### config.mk
export PLATFORM = sky130hd
export DESIGN_NAME = fp_div_seq
export DESIGN_NICKNAME = d
export VERILOG_FILES = /design/src/rtl/fp_div_seq.sv
export SDC_FILE = /design/constraint.sdc
export NUM_CORES = 1
export LEC_CHECK = 0
export CAP_MARGIN = 10
export CORE_AREA = 2 2 127 129
export DETAILED_ROUTE_END_ITERATION = 10
export DIE_AREA = 0 0 129 131
export GPL_ROUTABILITY_DRIVEN = 0
export PLACE_DENSITY = 0.92
export SYNTH_ARGS = -nofsm -noshare
export SYNTH_HDL_FRONTEND = slang
export SYNTH_SLANG_ARGS = --single-unit
### constraint.sdc
create_clock -name clk -period 10.65 [get_ports clk]
set_input_delay 1.065 -clock clk [delete_from_list [all_inputs] [get_ports clk]]
set_output_delay 1.065 -clock clk [all_outputs]
set_load 0.01 [all_outputs]
### src/rtl/fp_div_seq.sv
// rtl/fp_div_seq.sv - iterative IEEE-754 single-precision divider, one quotient bit per cycle
//
// Truncating (round-toward-zero) single-precision divide behind a valid/ready
// handshake with a pass-through reservation-station tag.
//
// Optional feature macro: FP_DIV_DENORM_EN
//   defined   : denormal inputs are normalized in PRENORM, denormal results produced
//   undefined : E==0 inputs are treated as signed zero, results with exp <= 0 flush to zero
//
// Ports:
//   clk, rst_n          clock (rising edge), asynchronous active-low reset
//   flush               synchronous abort of the in-flight operation
//   in_valid/in_ready   operand handshake; in_a dividend, in_b divisor, in_tag tag
//   out_valid/out_ready result handshake; out_data quotient, out_tag tag of the result
module fp_div_seq #(
    parameter int TAG_W = 4
) (
    input  logic             clk,
    input  logic             rst_n,
    input  logic             flush,
    input  logic             in_valid,
    output logic             in_ready,
    input  logic [31:0]      in_a,
    input  logic [31:0]      in_b,
    input  logic [TAG_W-1:0] in_tag,
    output logic             out_valid,
    input  logic             out_ready,
    output logic [31:0]      out_data,
    output logic [TAG_W-1:0] out_tag
);

    localparam logic [2:0] S_IDLE    = 3'd0;
    localparam logic [2:0] S_PRENORM = 3'd1;
    localparam logic [2:0] S_DIV     = 3'd2;
    localparam logic [2:0] S_PACK    = 3'd3;
    localparam logic [2:0] S_DONE    = 3'd4;

    logic [2:0]        state;
    logic [23:0]       ma, mb;
    logic signed [9:0] ea, eb;
    logic              sign;
    logic [25:0]       rem;
    logic [24:0]       quo;
    logic [4:0]        cnt;

    // One restoring-division step: {quotient bit, shifted partial remainder}.
    // After a subtract the remainder is below the divisor (< 2^24), so the
    // shifted value always fits in 26 bits.
    function automatic logic [26:0] div_step(input logic [25:0] r, input logic [23:0] d);
        logic        q;
        logic [25:0] t;
        q = (r >= {2'b00, d});
        t = q ? (r - {2'b00, d}) : r;
        return {q, t[24:0], 1'b0};
    endfunction

    // ---------------- operand decode ----------------
    logic [7:0]        exa, exb;
    logic [23:0]       ma_in, mb_in;
    logic signed [9:0] ea_in, eb_in;
    logic              a_zero, b_zero, a_inf, b_inf, a_nan, b_nan;
    logic              is_special;
    logic [31:0]       special_data;
    logic              res_sign;

    always_comb begin
        exa      = in_a[30:23];
        exb      = in_b[30:23];
        ma_in    = {exa != 8'd0, in_a[22:0]};
        mb_in    = {exb != 8'd0, in_b[22:0]};
        ea_in    = (exa == 8'd0) ? 10'sd1 : $signed({2'b00, exa});
        eb_in    = (exb == 8'd0) ? 10'sd1 : $signed({2'b00, exb});
        res_sign = in_a[31] ^ in_b[31];
`ifdef FP_DIV_DENORM_EN
        a_zero   = (exa == 8'd0) && (in_a[22:0] == 23'd0);
        b_zero   = (exb == 8'd0) && (in_b[22:0] == 23'd0);
`else
        a_zero   = (exa == 8'd0);
        b_zero   = (exb == 8'd0);
`endif
        a_inf    = (exa == 8'hFF) && (in_a[22:0] == 23'd0);
        b_inf    = (exb == 8'hFF) && (in_b[22:0] == 23'd0);
        a_nan    = (exa == 8'hFF) && (in_a[22:0] != 23'd0);
        b_nan    = (exb == 8'hFF) && (in_b[22:0] != 23'd0);

        is_special   = 1'b1;
        special_data = {res_sign, 31'd0};
        if (a_nan || b_nan || (a_zero && b_zero) || (a_inf && b_inf))
            special_data = 32'hFFFF_FFFF;
        else if ((b_zero && !a_zero) || (a_inf && !b_inf))
            special_data = {res_sign, 8'hFF, 23'd0};
        else if (a_zero || b_inf)
            special_data = {res_sign, 31'd0};
        else
            is_special = 1'b0;
    end

    // Quotient bit for the edge entering DIV, from raw (non-prenorm) operands.
    logic [26:0] step_in;
    assign step_in = div_step({2'b00, ma_in}, mb_in);

    // Iterative step on the registered remainder.
    logic [26:0] step_div;
    assign step_div = div_step(rem, mb);

`ifdef FP_DIV_DENORM_EN
    // PRENORM: shift any unnormalized significand by one; the edge that
    // leaves both normalized also produces the first quotient bit.
    logic [23:0]       na, nb;
    logic signed [9:0] nea, neb;
    logic [26:0]       step_pre;
    always_comb begin
        na  = ma[23] ? ma : {ma[22:0], 1'b0};
        nb  = mb[23] ? mb : {mb[22:0], 1'b0};
        nea = ma[23] ? ea : (ea - 10'sd1);
        neb = mb[23] ? eb : (eb - 10'sd1);
    end
    assign step_pre = div_step({2'b00, na}, nb);
`endif

    // ---------------- pack ----------------
    logic [23:0]       sig;
    logic signed [9:0] exp_r;
    logic [31:0]       pack_data;
`ifdef FP_DIV_DENORM_EN
    logic [9:0]        shamt;
    logic [23:0]       den;
`endif

    always_comb begin
        sig       = quo[24] ? quo[24:1] : quo[23:0];
        exp_r     = ea - eb + (quo[24] ? 10'sd127 : 10'sd126);
        pack_data = {sign, 31'd0};
`ifdef FP_DIV_DENORM_EN
        shamt     = 10'd1 - exp_r;
        den       = sig >> shamt[4:0];
`endif
        if (exp_r >= 10'sd255)
            pack_data = {sign, 8'hFF, 23'd0};
        else if (exp_r > 10'sd0)
            pack_data = {sign, exp_r[7:0], sig[22:0]};
`ifdef FP_DIV_DENORM_EN
        else if (shamt < 10'd24)
            pack_data = {sign, 8'h00, den[22:0]};
`endif
    end

    // ---------------- control ----------------
    logic accept;
    assign in_ready  = rst_n && (state == S_IDLE) && !flush;
    assign accept    = in_valid && in_ready;
    assign out_valid = (state == S_DONE);

    always_ff @(posedge clk or negedge rst_n) begin
        if (!rst_n) begin
            state    <= S_IDLE;
            ma       <= 24'd0;
            mb       <= 24'd0;
            ea       <= 10'sd0;
            eb       <= 10'sd0;
            sign     <= 1'b0;
            rem      <= 26'd0;
            quo      <= 25'd0;
            cnt      <= 5'd0;
            out_data <= 32'd0;
            out_tag  <= '0;
        end else if (flush) begin
            state <= S_IDLE;
        end else begin
            case (state)
                S_IDLE: begin
                    if (accept) begin
                        out_tag <= in_tag;
                        sign    <= res_sign;
                        ma      <= ma_in;
                        mb      <= mb_in;
                        ea      <= ea_in;
                        eb      <= eb_in;
                        cnt     <= 5'd0;
                        if (is_special) begin
                            out_data <= special_data;
                            state    <= S_DONE;
                        end else begin
`ifdef FP_DIV_DENORM_EN
                            state <= S_PRENORM;
`else
                            rem   <= step_in[25:0];
                            quo   <= {24'd0, step_in[26]};
                            state <= S_DIV;
`endif
                        end
                    end
                end
`ifdef FP_DIV_DENORM_EN
                S_PRENORM: begin
                    ma <= na;
                    mb <= nb;
                    ea <= nea;
                    eb <= neb;
                    if (na[23] && nb[23]) begin
                        rem   <= step_pre[25:0];
                        quo   <= {24'd0, step_pre[26]};
                        state <= S_DIV;
                    end
                end
`endif
                S_DIV: begin
                    rem <= step_div[25:0];
                    quo <= {quo[23:0], step_div[26]};
                    cnt <= cnt + 5'd1;
                    if (cnt == 5'd23)
                        state <= S_PACK;
                end
                S_PACK: begin
                    out_data <= pack_data;
                    state    <= S_DONE;
                end
                S_DONE: begin
                    if (out_ready)
                        state <= S_IDLE;
                end
                default: state <= S_IDLE;
            endcase
        end
    end

    // step_in only feeds the datapath when PRENORM is compiled out.
`ifdef FP_DIV_DENORM_EN
    logic unused_step_in;
    assign unused_step_in = ^step_in;
`endif

endmodule

==> reports/qor.yml, run 1 <==
status:
  status: "finished, final reports clean"
min_path:
  holdPathStages: 1
  hold_end: "out_data[16]"
  holdCritStartpoint: "out_data[16]"
  min_path_type: "reg2reg"
logic_synthesis:
  synth_nets: 1215
  syn_inst: 1072
  async_flop_share: 1.00
  ys_ff_latch: 135
  synthDistinctLibCells: 77
  yosysTopAreaCell: "dfrtp_1"
  synth.top_cell.area_share: 0.359
  synth-xor-area-share: 0.0455
  synth_edf_count: 0
  synth_top_family_by_area: "compound AO/OA/AOI/OAI gates"
  avgSynthCellArea_sq_um: 8.77
  synthMuxAreaShare: 0.0504
  synth-main-ff-cell: "dfrtp_1"
  yosysSeqAreaShare: 0.359
  ys_warn_count: 0
  synth_area_sq_um: 9410
  synth_area_leaders: "dfrtp_1 (36%), ha_1 (8.8%), o21ai_0 (5.1%)"
  synthAdderAreaFrac: 0.0963
  synth_compound_area_frac: 0.234
  synth_simple_gate_area_frac: 0.157
critical_path:
  path_cells: "clkdlybuf4s50_1 -> nor4_1 -> nand2_1 -> ha_1 -> or3_1 -> nor4_1 -> o21ai_4 -> buf_4 -> inv_2 -> nand2_2 -> o32ai_1 -> a211oi_1"
  required_ns: 10.94
  r2r_slack_ns: 6.35
  r2r_end: "out_data[11]"
  arrival_ns: 5.08
  reg2reg_from: "quo[24]"
  critPathCaptureType: "register"
  cp_slowest_cell: "nor4_1"
  cp_slowest_stage_delay_ns: 0.74
  path_max_fanout: 50
  crit_path_start_kind: "input port"
  worst-r2r-cell-count: 14
  crit_type: "in2reg"
  cp_common_cell: "nor4_1"
clocking:
  cts_root_buf: "clkbuf_16"
  postCtsHoldBufs: 0
  cts_inserted_buffers: 17
  htreeDepth: 4
  cts_tree: "built"
  clkTransAtPathRegs_ns: 0.06
  clk_latency_ns: 0.44
  clockBufferDepth: 2
  clock-sinks: 135
  post_cts_resized: 0
  cts_setup_buffers: 0
finish:
  fin_nets: 1304
  layout_common_cells: "dfrtp_1 (135), nand2_1 (110), clkdlybuf4s50_1 (109), o21ai_0 (95), nor2_1 (86)"
  drive_above_1_share: 0.0673
  final_common_cell: "dfrtp_1"
  multiInputGateArea_sq_um: 5520
  n_antenna_cell: 0
  seq_area_sq_um: 3380
  fill_cells: 1112
  syn2layout_area_growth_pct: 19.1
power:
  p_per_area_nw_per_um2: 228
  p_total_mw: 2.56
  peakVddDrop_mv: 0.152
  p_leak_nw: 4.92
detailed_routing:
  dr.pass1.iters: 5
  drcViolationCount: 0
  postRouteAntennaNets: 0
  first_iter_violations: 929
  wl_per_cell_microns: 18.4
  drt_wl_total_microns: 25600
  vias_per_cell: 6.22
  vias: 8648
sta:
  fin_setup_tns_ns: 0
  hold_viol_final: 0
  fin_skew_ns: 0.0105
  worst_slew_pin_slew_ns: 1.11
  setup_viol: 0
  drv_slew: 0
  finalCritPeriodShare: 0.450
  fmax_mhz: 209
  fin_crit_ns: 4.79
  slew_headroom: 0.260
  rsz0062_at_grt: "false"
die:
  fp.dieH_microns: 131
  start_util: 0.603
  die_x_microns: 129
  core_sq_um: 15600
  io_pins: 111
  dieArea_sq_um: 16900
  rows: 46
grt:
  grt_pass1_wl_microns: 41100
  grt_pass1_vias: 8276
  grt_max_degree: 81
  antenna_found_initial: 0
  grt_usage: 0.312
  gr-total-overflow: 0
place:
  port_buffers: 110
  dp_hpwl_microns: 18600
flow_run:
  cap_violations: 0
-- layout make-up --
cell class                      instances  area share
Inverter                               86      0.0288
Tap cell                              216      0.0241
Clock inverter                         14      0.0103
Multi-Input combinational cell        804       0.493
Clock buffer                           18      0.0392
Timing Repair Buffer                  117       0.103
Sequential cell                       135       0.302
-- registers in the layout, summed over array words and instances, names as in the netlist --
register	count
out_tag	4
sign	1
rem	25
quo	25
out_data	32
cnt	5
ea	8
state	3
eb	8
mb	24
-- Yosys cell counts (3+ instances only) --
| master | n |
|---|---|
| nand4_1 | 13 |
| o31ai_1 | 3 |
| a21oi_1 | 74 |
| a21o_1 | 19 |
| nand2_1 | 110 |
| nor4_1 | 16 |
| a22o_1 | 25 |
| a211oi_1 | 19 |
| o22ai_1 | 4 |
| mux2_2 | 11 |
| nand3b_1 | 3 |
| dfrtp_1 | 135 |
| inv_1 | 85 |
| nand2b_1 | 11 |
| o21ai_0 | 95 |
| nor3_1 | 11 |
| o21ai_1 | 5 |
| and2_1 | 9 |
| o21a_1 | 4 |
| xor2_1 | 25 |
| fa_1 | 4 |
| or3_1 | 3 |
| or4_1 | 4 |
| nor2b_1 | 8 |
| o21bai_1 | 7 |
| ha_1 | 66 |
| o22a_1 | 25 |
| and3_1 | 8 |
| mux2i_1 | 35 |
| nand3_1 | 16 |
| o211ai_1 | 4 |
| a22oi_1 | 3 |
| buf_2 | 15 |
| nor2_1 | 86 |
| a31oi_1 | 7 |
| xnor2_1 | 22 |
| clkbuf_1 | 27 |
-- critical path: cells and delay by family --
family / cells / cell delay [ns]
adder cells (fa/ha/maj): 1 / 0.29
buffers and inverters: 3 / 1.12
AO/OA/AOI/OAI: 3 / 0.53
AND/OR/NAND/NOR: 5 / 2.06
-- power by group --
group	internal (mW)	leakage, nW	switching [mW]
Clock	0.310	0.264	0.252
Combinational	0.556	2.94	0.715
Sequential	0.636	1.72	0.0883
-- cells by family (layout without fill, tap and decap cells) --
| family | count (synthesis) | in the layout |
|---|---|---|
| buf+inv | 133 | 235 |
| xor+xnor | 48 | 48 |
| fa+ha+maj | 70 | 70 |
| mux | 46 | 46 |
| compound gates | 328 | 328 |
| simple gates | 312 | 312 |
| flops | 135 | 135 |
-- worst max-delay path by stage --
stage,endpoint,cells after the start,from,slack (ns)
5_1_grt,rem[23],12,in_a[27],5.63
3_3_place_gp,rem[22],13,in_a[27],5.61
2_1_floorplan,out_data[3],16,quo[24],6.70
3_5_place_dp,rem[23],12,in_a[27],5.47
4_1_cts,rem[23],12,in_a[27],5.89
6_report,rem[23],12,in_a[27],5.86
-- per-layer routing --
metal	track usage	wire length [microns]	vias to the layer above
met5	0	0	-
li1	-	-	4026
met3	0.0578	2100	81
met2	0.520	12100	474
met1	0.400	10400	4067
met4	0.142	941	0
-- stage by stage --
stage / setup slack [ns] / hold slack (ns) / cell area, sq um / utilization / cells
after global routing: 5.63 / 0.527 / 11200 / 0.718 / 1390
after floorplan: 6.70 / 0.461 / 9410 / - / 1072
after detailed placement: 5.47 / 0.496 / 10600 / 0.683 / 1358
after global placement: 5.61 / 0.490 / 10600 / 0.683 / 1358
after CTS: 5.89 / 0.510 / 11200 / 0.718 / 1390
final: 5.86 / 0.505 / 11200 / 0.718 / 1390
(Power assumes the default switching activity.)
==> inputs of run 2 (changes only) <==
--- a/config.mk
+++ b/config.mk
@@ -6,11 +6,11 @@
 export NUM_CORES = 1
 export LEC_CHECK = 0
 export CAP_MARGIN = 10
-export CORE_AREA = 2 2 127 129
+export CORE_AREA = 2 2 132 134
 export DETAILED_ROUTE_END_ITERATION = 10
-export DIE_AREA = 0 0 129 131
+export DIE_AREA = 0 0 134 136
 export GPL_ROUTABILITY_DRIVEN = 0
-export PLACE_DENSITY = 0.92
+export PLACE_DENSITY = 0.86
 export SYNTH_ARGS = -nofsm -noshare
 export SYNTH_HDL_FRONTEND = slang
 export SYNTH_SLANG_ARGS = --single-unit
==> constraint.sdc (replaced) <==
create_clock -name clk -period 4.9 [get_ports clk]
set_input_delay 0.49 -clock clk [delete_from_list [all_inputs] [get_ports clk]]
set_output_delay 0.49 -clock clk [all_outputs]
set_load 0.01 [all_outputs]
==> run 2 against run 1 <==
Net effect:
- die area is 7.8% higher
- core utilization shrank 4.8 points
- clock skew increased by 0.0052 ns
- cell count grew 1.0%
- global-route usage shrank 2.2 points
- flip-flop and latch count stayed put
- non-clock buffer count grew 5
- first-iteration DRC count down 31%
- wire length shrank 0.27%
- worst hold slack lost 0.060 ns
- critical endpoint is now out_data[4]
- largest cell class unchanged
==> reports/qor.yml, run 2 (synthesized netlist as in run 1, its figures left out) <==
status:
  status: "finished, final reports clean"
clocking:
  clock-sinks: 135
  cts_inserted_buffers: 17
  clk_latency_ns: 0.45
  post_cts_resized: 0
  clockBufferDepth: 2
  cts_root_buf: "clkbuf_16"
  cts_tree: "built"
  clkTransAtPathRegs_ns: 0.07
  cts_setup_buffers: 0
  htreeDepth: 4
power:
  p_total_mw: 5.62
  peakVddDrop_mv: 0.292
  p_leak_nw: 4.96
  p_per_area_nw_per_um2: 498
detailed_routing:
  wl_per_cell_microns: 18.1
  drt_wl_total_microns: 25500
  postRouteAntennaNets: 0
  first_iter_violations: 645
  vias_per_cell: 6.17
  drcViolationCount: 0
  vias: 8666
  dr.pass1.iters: 6
sta:
  setup_viol: 0
  rsz0062_at_grt: "false"
  fin_crit_ns: 3.92
  fin_setup_tns_ns: 0
  fmax_mhz: 255
  worst_slew_pin_slew_ns: 0.953
  fin_skew_ns: 0.0156
  finalCritPeriodShare: 0.801
  hold_viol_final: 0
  slew_headroom: 0.363
  drv_slew: 0
place:
  dp.cells: 1371
  dp_hpwl_microns: 18700
  port_buffers: 110
finish:
  layout_common_cells: "dfrtp_1 (135), nand2_1 (110), clkdlybuf4s50_1 (109), o21ai_0 (95), nor2_1 (86)"
  top_regs: "out_data: 32 flops, quo: 25 flops, rem: 25 flops"
  n_antenna_cell: 0
  final_common_cell: "dfrtp_1"
  fin_cells: 1404
  largest_reg_flops: 32
  top_register: "out_data"
  drive_above_1_share: 0.0704
  syn2layout_area_growth_pct: 20.2
  fill_cells: 1334
  utilization: 0.670
  fin_nets: 1309
critical_path:
  arrival_ns: 4.24
  crit_path_start_kind: "register"
  crit_type: "reg2reg"
  cp_slowest_stage_delay_ns: 0.78
  cp_slowest_cell: "o311ai_4"
  path_cells: "inv_1 -> ha_1 -> inv_1 -> ha_1 -> fa_1 -> a21o_1 -> a211oi_1 -> o21bai_1 -> xor2_1 -> or3_4 -> o311ai_4 -> nor2_1 -> o22a_1"
  path_max_fanout: 23
  required_ns: 5.22
  critPathCaptureType: "register"
grt:
  grt_max_degree: 79
  grt_usage: 0.290
  antenna_found_initial: 0
  grt_pass1_wl_microns: 41700
  grt_pass1_vias: 8457
  gr-total-overflow: 0
die:
  rows: 48
  fp.dieH_microns: 136
  die_x_microns: 134
  dieArea_sq_um: 18200
  core_sq_um: 16900
  io_pins: 111
  start_util: 0.557
min_path:
  min_path_type: "in2async"
flow_run:
  cap_violations: 0
[run 2: changes by cell type in the layout (fill, tap and decap cells not counted), sizes merged]
cell and change:
clkinv +3, dlygate4sd3 +1, buf +4, clkbuf -1
clkinvlp -2
[run 2: area by class of cell]
| class | instances | area, sq um | share of cell area |
|---|---|---|---|
| inverter | 86 | 323 | 0.0286 |
| multi-input combinational | 804 | 5520 | 0.489 |
| tap | 225 | 282 | 0.0249 |
| sequential | 135 | 3380 | 0.299 |
| clock inverter | 15 | 179 | 0.0158 |
| timing repair buffer | 122 | 1190 | 0.106 |
| clock buffer | 17 | 425 | 0.0376 |
[run 2: critical path, delay by kind of cell, from the launching register on]
kind                     cells  cell delay (ns)
flip-flops                   1             0.35
AO/OA/AOI/OAI                5             1.64
XOR/XNOR                     1             0.19
buffers and inverters        2             0.13
AND/OR/NAND/NOR              2             0.57
adder cells (fa/ha/maj)      3             0.90
[run 2: report_power, final]
group / switching (mW) / internal, mW
Combinational: 1.54 / 1.22
Clock: 0.608 / 0.688
Sequential: 0.192 / 1.38
[run 2: through the flow]
step           instance area (sq um)  hold slack (ns)  setup WS [ns]
2_1_floorplan                   9410            0.194          0.955
3_3_place_gp                   10700            0.350          0.947
3_5_place_dp                   10700            0.347          0.842
4_1_cts                        11300            0.436          0.995
5_1_grt                        11300            0.470          0.738
6_report                       11300            0.446          0.977
[run 2: worst paths after layout]
path                       startpoint      endpoint  slack (ns)  depth (start not counted)
min                             rst_n  out_data[17]        0.45                          2
min reg2reg                    cnt[0]        cnt[0]        0.50                          1
max                           quo[24]   out_data[4]        0.98                         13
min in group clk               cnt[0]        cnt[0]        0.50                          1
max in group asynchronous       rst_n       rem[15]        2.73                          4
max reg2reg                   quo[24]   out_data[4]        0.98                         13
[run 2: what timing repair did]
item	in CTS	in global routing
endpoints found under the hold margin	21	0
hold buffers	1	0
setup endpoints to repair	0	0
[run 2: routing by layer]
| metal | share of wire | global-route usage |
|---|---|---|
| met4 | 0.038 | 0.141 |
| met5 | 0 | 0 |
| met3 | 0.080 | 0.0626 |
| met2 | 0.48 | 0.494 |
| met1 | 0.40 | 0.350 |
==> inputs of run 3 (changes only) <==
--- a/config.mk
+++ b/config.mk
@@ -6,11 +6,11 @@
 export NUM_CORES = 1
 export LEC_CHECK = 0
 export CAP_MARGIN = 10
-export CORE_AREA = 2 2 132 134
+export CORE_AREA = 2 2 138 140
 export DETAILED_ROUTE_END_ITERATION = 10
-export DIE_AREA = 0 0 134 136
+export DIE_AREA = 0 0 140 142
 export GPL_ROUTABILITY_DRIVEN = 0
-export PLACE_DENSITY = 0.86
+export PLACE_DENSITY = 0.83
 export SYNTH_ARGS = -nofsm -noshare
 export SYNTH_HDL_FRONTEND = slang
 export SYNTH_SLANG_ARGS = --single-unit
==> constraint.sdc (replaced) <==
create_clock -name clk -period 3.5 [get_ports clk]
set_input_delay 0.35 -clock clk [delete_from_list [all_inputs] [get_ports clk]]
set_output_delay 0.35 -clock clk [all_outputs]
set_load 0.01 [all_outputs]
==> run 3 against run 2 <==
Net effect:
- the run now ends with DRC left
- sequential power up 41%
- global-route usage down 2.6 points
- first-iteration DRC count up 6.0%
- clock skew down 0.0034 ns
- largest power group unchanged
- flip-flop and latch count unchanged
==> reports/qor.yml, run 3 (synthesized netlist as in run 1, its figures left out) <==
status:
  status: "finished, violations left"
  violations: "DRC"
grt:
  antenna_found_initial: 0
  grt_pass1_vias: 8377
  grt_usage: 0.264
  grt_pass1_wl_microns: 42100
  gr-total-overflow: 0
  grt_max_degree: 79
sta:
  fmax_mhz: 298
  worst_slew_pin_slew_ns: 0.938
  finalCritPeriodShare: 0.959
  setup_viol: 0
  hold_viol_final: 0
  slew_headroom: 0.375
  drv_slew: 0
  fin_skew_ns: 0.0122
  fin_setup_tns_ns: 0
  fin_crit_ns: 3.36
  setup_slack_ns: 0.144
clocking:
  cts_root_buf: "clkbuf_16"
  clock-sinks: 135
  cts_inserted_buffers: 17
  postCtsHoldBufs: 0
  clkTransAtPathRegs_ns: 0.06
  clk_latency_ns: 0.43
  clockBufferDepth: 2
  htreeDepth: 4
  cts_tree: "built"
finish:
  fin_nets: 1350
  postLayoutCellArea_sq_um: 11700
  final_common_cell: "dfrtp_1"
  largest_reg_flops: 32
  top_regs: "out_data: 32 flops, quo: 25 flops, rem: 25 flops"
  syn2layout_area_growth_pct: 24.2
  n_antenna_cell: 0
  top_register: "out_data"
  layout_common_cells: "dfrtp_1 (135), nand2_1 (110), clkdlybuf4s50_1 (109), o21ai_0 (95), nor2_1 (86)"
  drive_above_1_share: 0.108
detailed_routing:
  drt_wl_total_microns: 26200
  postRouteAntennaNets: 0
  vias: 8769
  first_iter_violations: 684
  drcViolationCount: 6
  dr.pass1.iters: 9
  vias_per_cell: 6.03
  wl_per_cell_microns: 18.0
die:
  fp.dieH_microns: 142
  die_x_microns: 140
  start_util: 0.510
  io_pins: 111
  dieArea_sq_um: 19900
  core_sq_um: 18500
  rows: 50
critical_path:
  path_max_fanout: 12
  required_ns: 3.81
  crit_path_start_kind: "register"
  worst-r2r-cell-count: 15
  arrival_ns: 3.67
  cp_slowest_stage_delay_ns: 0.43
  critPathCaptureType: "register"
  reg2reg_from: "quo[24]"
  crit_type: "reg2reg"
  r2r_end: "out_data[14]"
  path_buf_inv: 4
  cp_slowest_cell: "or3_4"
  path_cells: "inv_1 -> ha_1 -> inv_1 -> ha_2 -> fa_2 -> a21o_1 -> a211oi_2 -> o21bai_1 -> xor2_1 -> or3_4 -> o311ai_4 -> buf_12 -> buf_12 -> nor2_1 -> o22a_1"
  crit_family: "compound AO/OA/AOI/OAI gates"
  r2r_slack_ns: 0.14
power:
  peakVddDrop_mv: 0.396
  p_leak_nw: 5.18
  p_total_mw: 8.02
  p_per_area_nw_per_um2: 687
place:
  placed_cell_area_sq_um: 11000
  port_buffers: 110
  dp_hpwl_microns: 19400
  preCtsSetupSlack_ns: -0.0265
flow_run:
  cap_violations: 0
min_path:
  min_path_type: "in2async"
## run 3: cell types whose count changed in the layout (fill, tap and decap cells not counted), sizes merged
cell / change
buf: +41
inv: -4
clkbuf: +3
bufinv: +2
dlygate4sd3: -1
## run 3: per-stage QoR
stage,std cells,utilization,hold WS (ns)
after global routing,1454,0.633,0.191
final,1454,0.633,0.103
after detailed placement,1417,0.596,0.495
after CTS,1449,0.627,0.143
after floorplan,1072,-,0.0544
after global placement,1417,0.596,0.489
## run 3: layer usage
layer	vias to the layer above	track usage	routed length, microns
met5	-	0	0
met4	0	0.113	1030
met3	79	0.0498	1630
met1	4205	0.344	11000
li1	4106	-	-
met2	379	0.436	12500
## run 3: worst max-delay path by stage
stage	endpoint	cells past startpoint	start
after CTS	out_data[0]	14	quo[24]
final	out_data[14]	15	quo[24]
after floorplan	out_data[3]	16	quo[24]
after global placement	rem[5]	14	in_b[27]
after detailed placement	rem[5]	14	in_b[27]
after global routing	out_data[14]	15	quo[24]
## run 3: worst register-to-register path, cell delays in order (launching register included)
cell and delay (ns):
dfrtp_1 0.35, inv_1 0.07, ha_1 0.27, inv_1 0.04, ha_2 0.18, fa_2 0.36, a21o_1 0.20, a211oi_2 0.25
o21bai_1 0.12, xor2_1 0.19, or3_4 0.43, o311ai_4 0.26, buf_12 0.16, buf_12 0.13, nor2_1 0.06, o22a_1 0.17
## run 3: final cells by class
cell class / count / area [sq um]
multi-input combinational: 804 / 5560
fill: 1504 / 6780
inverter: 86 / 323
clock buffer: 19 / 433
clock inverter: 13 / 146
timing repair buffer: 163 / 1550
tap: 234 / 293
sequential: 135 / 3380
## run 3: what timing repair did
action,4_1_cts,5_1_grt
gates resized for setup,0,8
setup buffers,0,3
endpoints found under the setup margin,0,32
## run 3: power by group
| group | total, mW | leakage (nW) | switching [mW] | internal, mW |
|---|---|---|---|---|
| Combinational | 4.02 | 3.19 | 2.23 | 1.79 |
| Sequential | 2.21 | 1.72 | 0.270 | 1.94 |
| Clock | 1.79 | 0.279 | 0.737 | 1.06 |
| Total | 8.02 | 5.18 | 3.23 | 4.78 |
